==> src/rtl/ddr_rx_deser.sv <==
// DDR receive deserializer: double-edge pin capture, aligned pair pipeline, word assembly with bitslip.
// Optional parity on o_perr is built only when DDR_RX_DESER_PARITY_EN is defined.
module ddr_rx_deser #(
   parameter string DDR_CLK_EDGE  = "SAME_EDGE_PIPELINED",
   parameter logic  INIT_Q1       = 1'b0,
   parameter logic  INIT_Q2       = 1'b0,
   parameter logic  IS_D_INVERTED = 1'b0,
   parameter int    WORD_W        = 8
) (
   input  logic              i_clk,
   input  logic              i_rst_n,
   input  logic              i_ce,
   input  logic              i_d,
   input  logic              i_bitslip,
   output logic              o_q1,
   output logic              o_q2,
   output logic [WORD_W-1:0] o_word,
   output logic              o_valid,
   output logic              o_perr
);

   localparam int PAIRS = WORD_W / 2;
   localparam int CNT_W = (PAIRS > 1) ? $clog2(PAIRS) : 1;
   localparam logic [CNT_W-1:0] CNT_LAST = CNT_W'(PAIRS - 1);
   localparam bit MODE_OPP  = (DDR_CLK_EDGE == "OPPOSITE_EDGE");
   localparam bit MODE_SAME = (DDR_CLK_EDGE == "SAME_EDGE");

   logic              d_s;
   logic              rise_r;
   logic              fall_r;
   logic              pipe_rise_r;
   logic              pipe_fall_r;
   // H[1:0] are never read after the shift, so only H[WORD_W:2] is kept as state
   logic [WORD_W:2]   hist_r;
   logic [WORD_W:0]   hist_next_s;
   logic [CNT_W-1:0]  cnt_r;
   logic [CNT_W-1:0]  cnt_next_s;
   logic              phase_r;
   logic              wrap_s;
   logic              hold_s;
   logic [WORD_W-1:0] word_next_s;
   logic [WORD_W-1:0] word_r;
   logic              valid_r;

   assign d_s         = i_d ^ IS_D_INVERTED;
   assign hist_next_s = {pipe_fall_r, pipe_rise_r, hist_r[WORD_W:2]};
   assign wrap_s      = (cnt_r == CNT_LAST);
   assign hold_s      = i_bitslip & ~phase_r;

   // Falling-edge capture of the pin.
   always_ff @(negedge i_clk or negedge i_rst_n) begin
      if (!i_rst_n) begin
         fall_r <= INIT_Q2;
      end else if (i_ce) begin
         fall_r <= d_s;
      end
   end

   // Next counter value and the word window selected by the current phase.
   always_comb begin
      cnt_next_s  = cnt_r;
      word_next_s = hist_next_s[WORD_W:1];
      if (hold_s) begin
         cnt_next_s = cnt_r;
      end else if (wrap_s) begin
         cnt_next_s = {CNT_W{1'b0}};
      end else begin
         cnt_next_s = cnt_r + CNT_W'(1);
      end
      if (phase_r) begin
         word_next_s = hist_next_s[WORD_W-1:0];
      end else begin
         word_next_s = hist_next_s[WORD_W:1];
      end
   end

   // Rising-edge capture, aligned pair pipeline, history shift, counter, phase and word output.
   always_ff @(posedge i_clk or negedge i_rst_n) begin
      if (!i_rst_n) begin
         rise_r      <= INIT_Q1;
         pipe_rise_r <= INIT_Q1;
         pipe_fall_r <= INIT_Q2;
         hist_r      <= {(WORD_W-1){1'b0}};
         cnt_r       <= {CNT_W{1'b0}};
         phase_r     <= 1'b0;
         word_r      <= {WORD_W{1'b0}};
         valid_r     <= 1'b0;
      end else if (i_ce) begin
         rise_r      <= d_s;
         pipe_rise_r <= rise_r;
         pipe_fall_r <= fall_r;
         hist_r      <= hist_next_s[WORD_W:2];
         cnt_r       <= cnt_next_s;
         phase_r     <= phase_r ^ i_bitslip;
         valid_r     <= wrap_s;
         if (wrap_s) begin
            word_r <= word_next_s;
         end
      end else begin
         valid_r <= 1'b0;
      end
   end

   // Pin-side view depends on capture mode; the deserializer always uses the aligned pair.
   generate
      if (MODE_OPP) begin : g_opp
         assign o_q1 = rise_r;
         assign o_q2 = fall_r;
      end else if (MODE_SAME) begin : g_same
         assign o_q1 = rise_r;
         assign o_q2 = pipe_fall_r;
      end else begin : g_pipe
         assign o_q1 = pipe_rise_r;
         assign o_q2 = pipe_fall_r;
      end
   endgenerate

   assign o_word  = word_r;
   assign o_valid = valid_r;

`ifdef DDR_RX_DESER_PARITY_EN
   logic perr_r;

   function automatic logic odd_parity(input logic [WORD_W-1:0] w);
      odd_parity = ^w;
   endfunction

   // Parity flag registered together with the word strobe.
   always_ff @(posedge i_clk or negedge i_rst_n) begin
      if (!i_rst_n) begin
         perr_r <= 1'b0;
      end else if (i_ce && wrap_s) begin
         perr_r <= odd_parity(word_next_s);
      end else begin
         perr_r <= 1'b0;
      end
   end

   assign o_perr = perr_r;
`else
   assign o_perr = 1'b0;
`endif

endmodule

==> config.mk <==
export PLATFORM = sky130hd
export DESIGN_NAME = ddr_rx_deser
export DESIGN_NICKNAME = d
export VERILOG_FILES = /design/src/rtl/ddr_rx_deser.sv
export SDC_FILE = /design/constraint.sdc
export NUM_CORES = 1
export LEC_CHECK = 0
export BUFFER_PORTS_ARGS = -buffer_cell sky130_fd_sc_hd__clkbuf_2
export CAP_MARGIN = 10
export CORE_MARGIN = 3
export CORE_UTILIZATION = 45
export DETAILED_ROUTE_END_ITERATION = 8
export GPL_TIMING_DRIVEN = 0
export HOLD_SLACK_MARGIN = 0.03
export PLACE_DENSITY = 0.78
export SLEW_MARGIN = 5
export SYNTH_ARGS = -nofsm -noshare
export SYNTH_HDL_FRONTEND = slang
export SYNTH_SLANG_ARGS = --single-unit
==> constraint.sdc <==
create_clock -name i_clk -period 1.65 [get_ports i_clk]
set_clock_uncertainty 0.2 [all_clocks]
set_input_delay 0.0825 -clock i_clk [delete_from_list [all_inputs] [get_ports i_clk]]
set_output_delay 0.0825 -clock i_clk [all_outputs]
set_load 0.05 [all_outputs]
==> results list <==
- Post-Syn Area: 981 µm²
* Vias in the first global route: 614
* Maximum fanout encountered on the critical timing path: 2
* Pin count of the biggest net entering global routing: 23
* Synthesized instance count: 78
- In this run the tightest slew margin relative to its limit is 32.9%.
* Depth of the most critical reg-to-reg path: 1
* Leak Pwr: 0.594 nW
- The repair_antennas step left the layout with diodes totalling 0.
- Critical Path Max Stage Delay: 0.36 ns
- Cells fill 59.1% of the core in the end.
* Library cell contributing the largest single delay on the critical path: dfrtn_1
- Across the VDD grid, the largest voltage drop is 832 µV.
- The run finished, with violations left.
- In this run, distinct cell masters in the synthesized netlist total 16.
- The share of the Yosys chip area taken by registers is 58.7%.
- Final Hold Violating Endpoints: 0
* Start point of the worst min-delay path: i_ce
* Post-route insts no fill: 131
- Once routing completed, OpenROAD measured the worst setup slack at -0.0746 ns.
- Clock tree synthesis selected as its root buffer the cell clkbuf_4.
* First drt pass iteration count: 2
- Clk pin slew, worst setup/hold paths: 0.13 ns
- Hold timing on the final database bottoms out at a slack of 0.0539 ns.
- The cell family contributing the most delay on the critical path is flip-flops.
- HP Class: in -> reg
- After global routing the overflow that remains totals 0.
* Buf+Inv Stages, Crit Path: 0
- Setup slack on the worst reg-to-reg path comes out at -0.07 ns.
* Launching point of the worst reg2reg path: fall_r
- Share of final-layout standard cells stronger than drive strength 1: 35.6%
- Starting density of the core: 48.5%
- Clock network latency to the later pin of the worst-skew pair: 0.31 ns
- Setup repair after global routing could not meet its margin everywhere.
- The number of nets in the synthesized netlist is 85.
- Mean Syn Cell Area: 12.6 µm²
- In this run, the number of DRC markers left after iteration 0 of detailed routing was 4.
- In this run the remaining antenna-violating nets after routing total 0.
- Clock sink total: 23
* Fill cell total of the finished layout: 182
* Area of the core region: 0.00202 mm²
* Failing checks: negative setup slack
- For hold timing, the worst endpoint is phase_r.
* Cell Pwr Density: 1770 mW/mm²
- The number of antenna violations at the first check in global routing is 0.
- Once placement completed, the tool counted placed cells totaling 120.
* Per-cell via count in the routed design: 4.95
* H-Tree Depth: 1
- The die is 52.7 µm wide.
- For the worst setup path, the data arrival time is 1.74 ns.
* Inserted Clock Buffers: 3
* Final Net Count: 112
- Routed wire per std cell: 13.7 µm
- Overall routing resource usage: 14.5%
- At the end of routability-driven placement, the weighted congestion stood at 0.705.
- Clock tree from TritonCTS: done
- At the worst endpoint, the required time is 1.66 ns.
- Number of max-cap violations: 0
- During placement, the flow inserted port buffers numbering 15.
* Number of remaining DRC errors: 0
- Synth Register Bits: 23
- Vias post-DR: 648
- Overall Power: 2.12 mW
- By startpoint and endpoint, the worst setup path is classified as reg -> reg.
- For this design the top-level I/O count stands at 17.
* Nature of the critical path endpoint: register
- Cells along the critical path: mux2_4
* CP startpoint kind: register
- The most critical setup path has its startpoint at fall_r.
- Setup violations remaining at the end of the flow were counted as 1.
- Detailed placement ended at an HPWL of 1.13 mm.
- Area Overhead vs Synth: 21.8%
- The die covers 0.00278 mm².
- Worst Max-Slew Pin Slew: 1.00 ns
- Count of final max-slew check failures: 0
* Endpoint of the worst register-to-register path: o_q2
- Along the worst hold path, the cell count comes to 3.
* Number of warnings reported in the yosys synthesis log: 0
- Maximum number of buffers from clock root to sink: 2
- Timing analysis after detailed placement gives a worst setup slack of -0.126 ns.
* Y dimension of the die: 52.7 µm
- In this run the core area contains 16 standard-cell rows.
- Final wirelength: 1.79 mm
- The first global-routing pass estimated 2.87 mm of wire.
[power by group]
part	switching [mW]	leakage, nW	internal (mW)
Clock	0.175	0.0177	0.0906
Sequential	0.119	0.272	0.753
Combinational	0.659	0.304	0.321
[synth_stat cells, drive strengths merged]
library cell / number / area [µm²]
dfrtp: 22 / 551
a21oi: 17 / 85.1
mux2: 11 / 124
mux2i: 8 / 80.1
buf: 6 / 41.3
inv: 3 / 11.3
ha: 2 / 25.0
nor2: 2 / 7.51
o21ai: 2 / 10.0
and2: 1 / 6.26
and2b: 1 / 7.51
conb: 1 / 3.75
dfrtn: 1 / 25.0
nand2: 1 / 3.75
[layout make-up]
cell class | instances | area (µm²) | area share (%)
repair buffers | 22 | 143 | 11.9
flip-flops and latches | 23 | 576 | 48.2
well taps | 27 | 33.8 | 2.83
inverters | 3 | 11.3 | 0.942
clock buffers | 3 | 22.5 | 1.88
multi-input cells | 46 | 357 | 29.8
clock inverters | 1 | 5.00 | 0.419
plain buffers | 6 | 47.5 | 3.98
[cell families after synthesis]
group / Yosys count / share of synthesized area (%)
other cells: 1 / 0.382
mux: 19 / 20.8
flops: 23 / 58.7
buf+inv: 9 / 5.36
compound gates: 19 / 9.69
fa+ha+maj: 2 / 2.55
simple gates: 5 / 2.55
[placed cells by master, fill, tap and decap left out, types with 3 or more instances in the layout]
master	instances
mux2_2	10
mux2i_1	8
clkbuf_2	15
buf_4	3
inv_1	3
dfrtp_1	22
dlygate4sd3_1	6
a21oi_1	17
clkbuf_4	3
[through the flow]
step | setup TNS [ns] | area [µm²]
2_1_floorplan | -0.0620 | 985
3_3_place_gp | -0.204 | 1090
3_5_place_dp | -0.276 | 1090
4_1_cts | -0.0753 | 1180
5_1_grt | -0.0816 | 1190
6_report | -0.0746 | 1190
[sequential cells by signal, indices dropped and copies added, names as in the netlist]
register	count
cnt_r	2
fall_r	1
hist_r	7
o_q1	1
o_q2	1
o_valid	1
o_word	8
phase_r	1
rise_r	1
[worst max-delay path by stage]
| stage | cells after the start | slack (ns) | end |
|---|---|---|---|
| final | 1 | -0.07 | o_q2 |
| after global routing | 1 | -0.08 | o_q2 |
| after CTS | 1 | -0.08 | o_q2 |
| after detailed placement | 4 | -0.13 | fall_r |
| after global placement | 3 | -0.11 | fall_r |
| after floorplan | 1 | -0.06 | o_q2 |
[what timing repair did]
item	4_1_cts	5_1_grt
hold buffers	6	0
resized for setup	1	1
setup endpoints to repair	3	3
hold endpoints to repair	27	0
setup buffers	0	1
[per-layer routing]
metal | share of wire, % | wire, µm | GRT usage (%) | vias up
li1 | - | - | - | 324
met1 | 47 | 838 | 19.5 | 314
met2 | 50 | 892 | 22.1 | 10
met3 | 3.3 | 59 | 2.56 | 0
met4 | 0 | 0 | 7.66 | 0
met5 | 0 | 0 | 0 | -
Power figures use the tool's default switching activity.
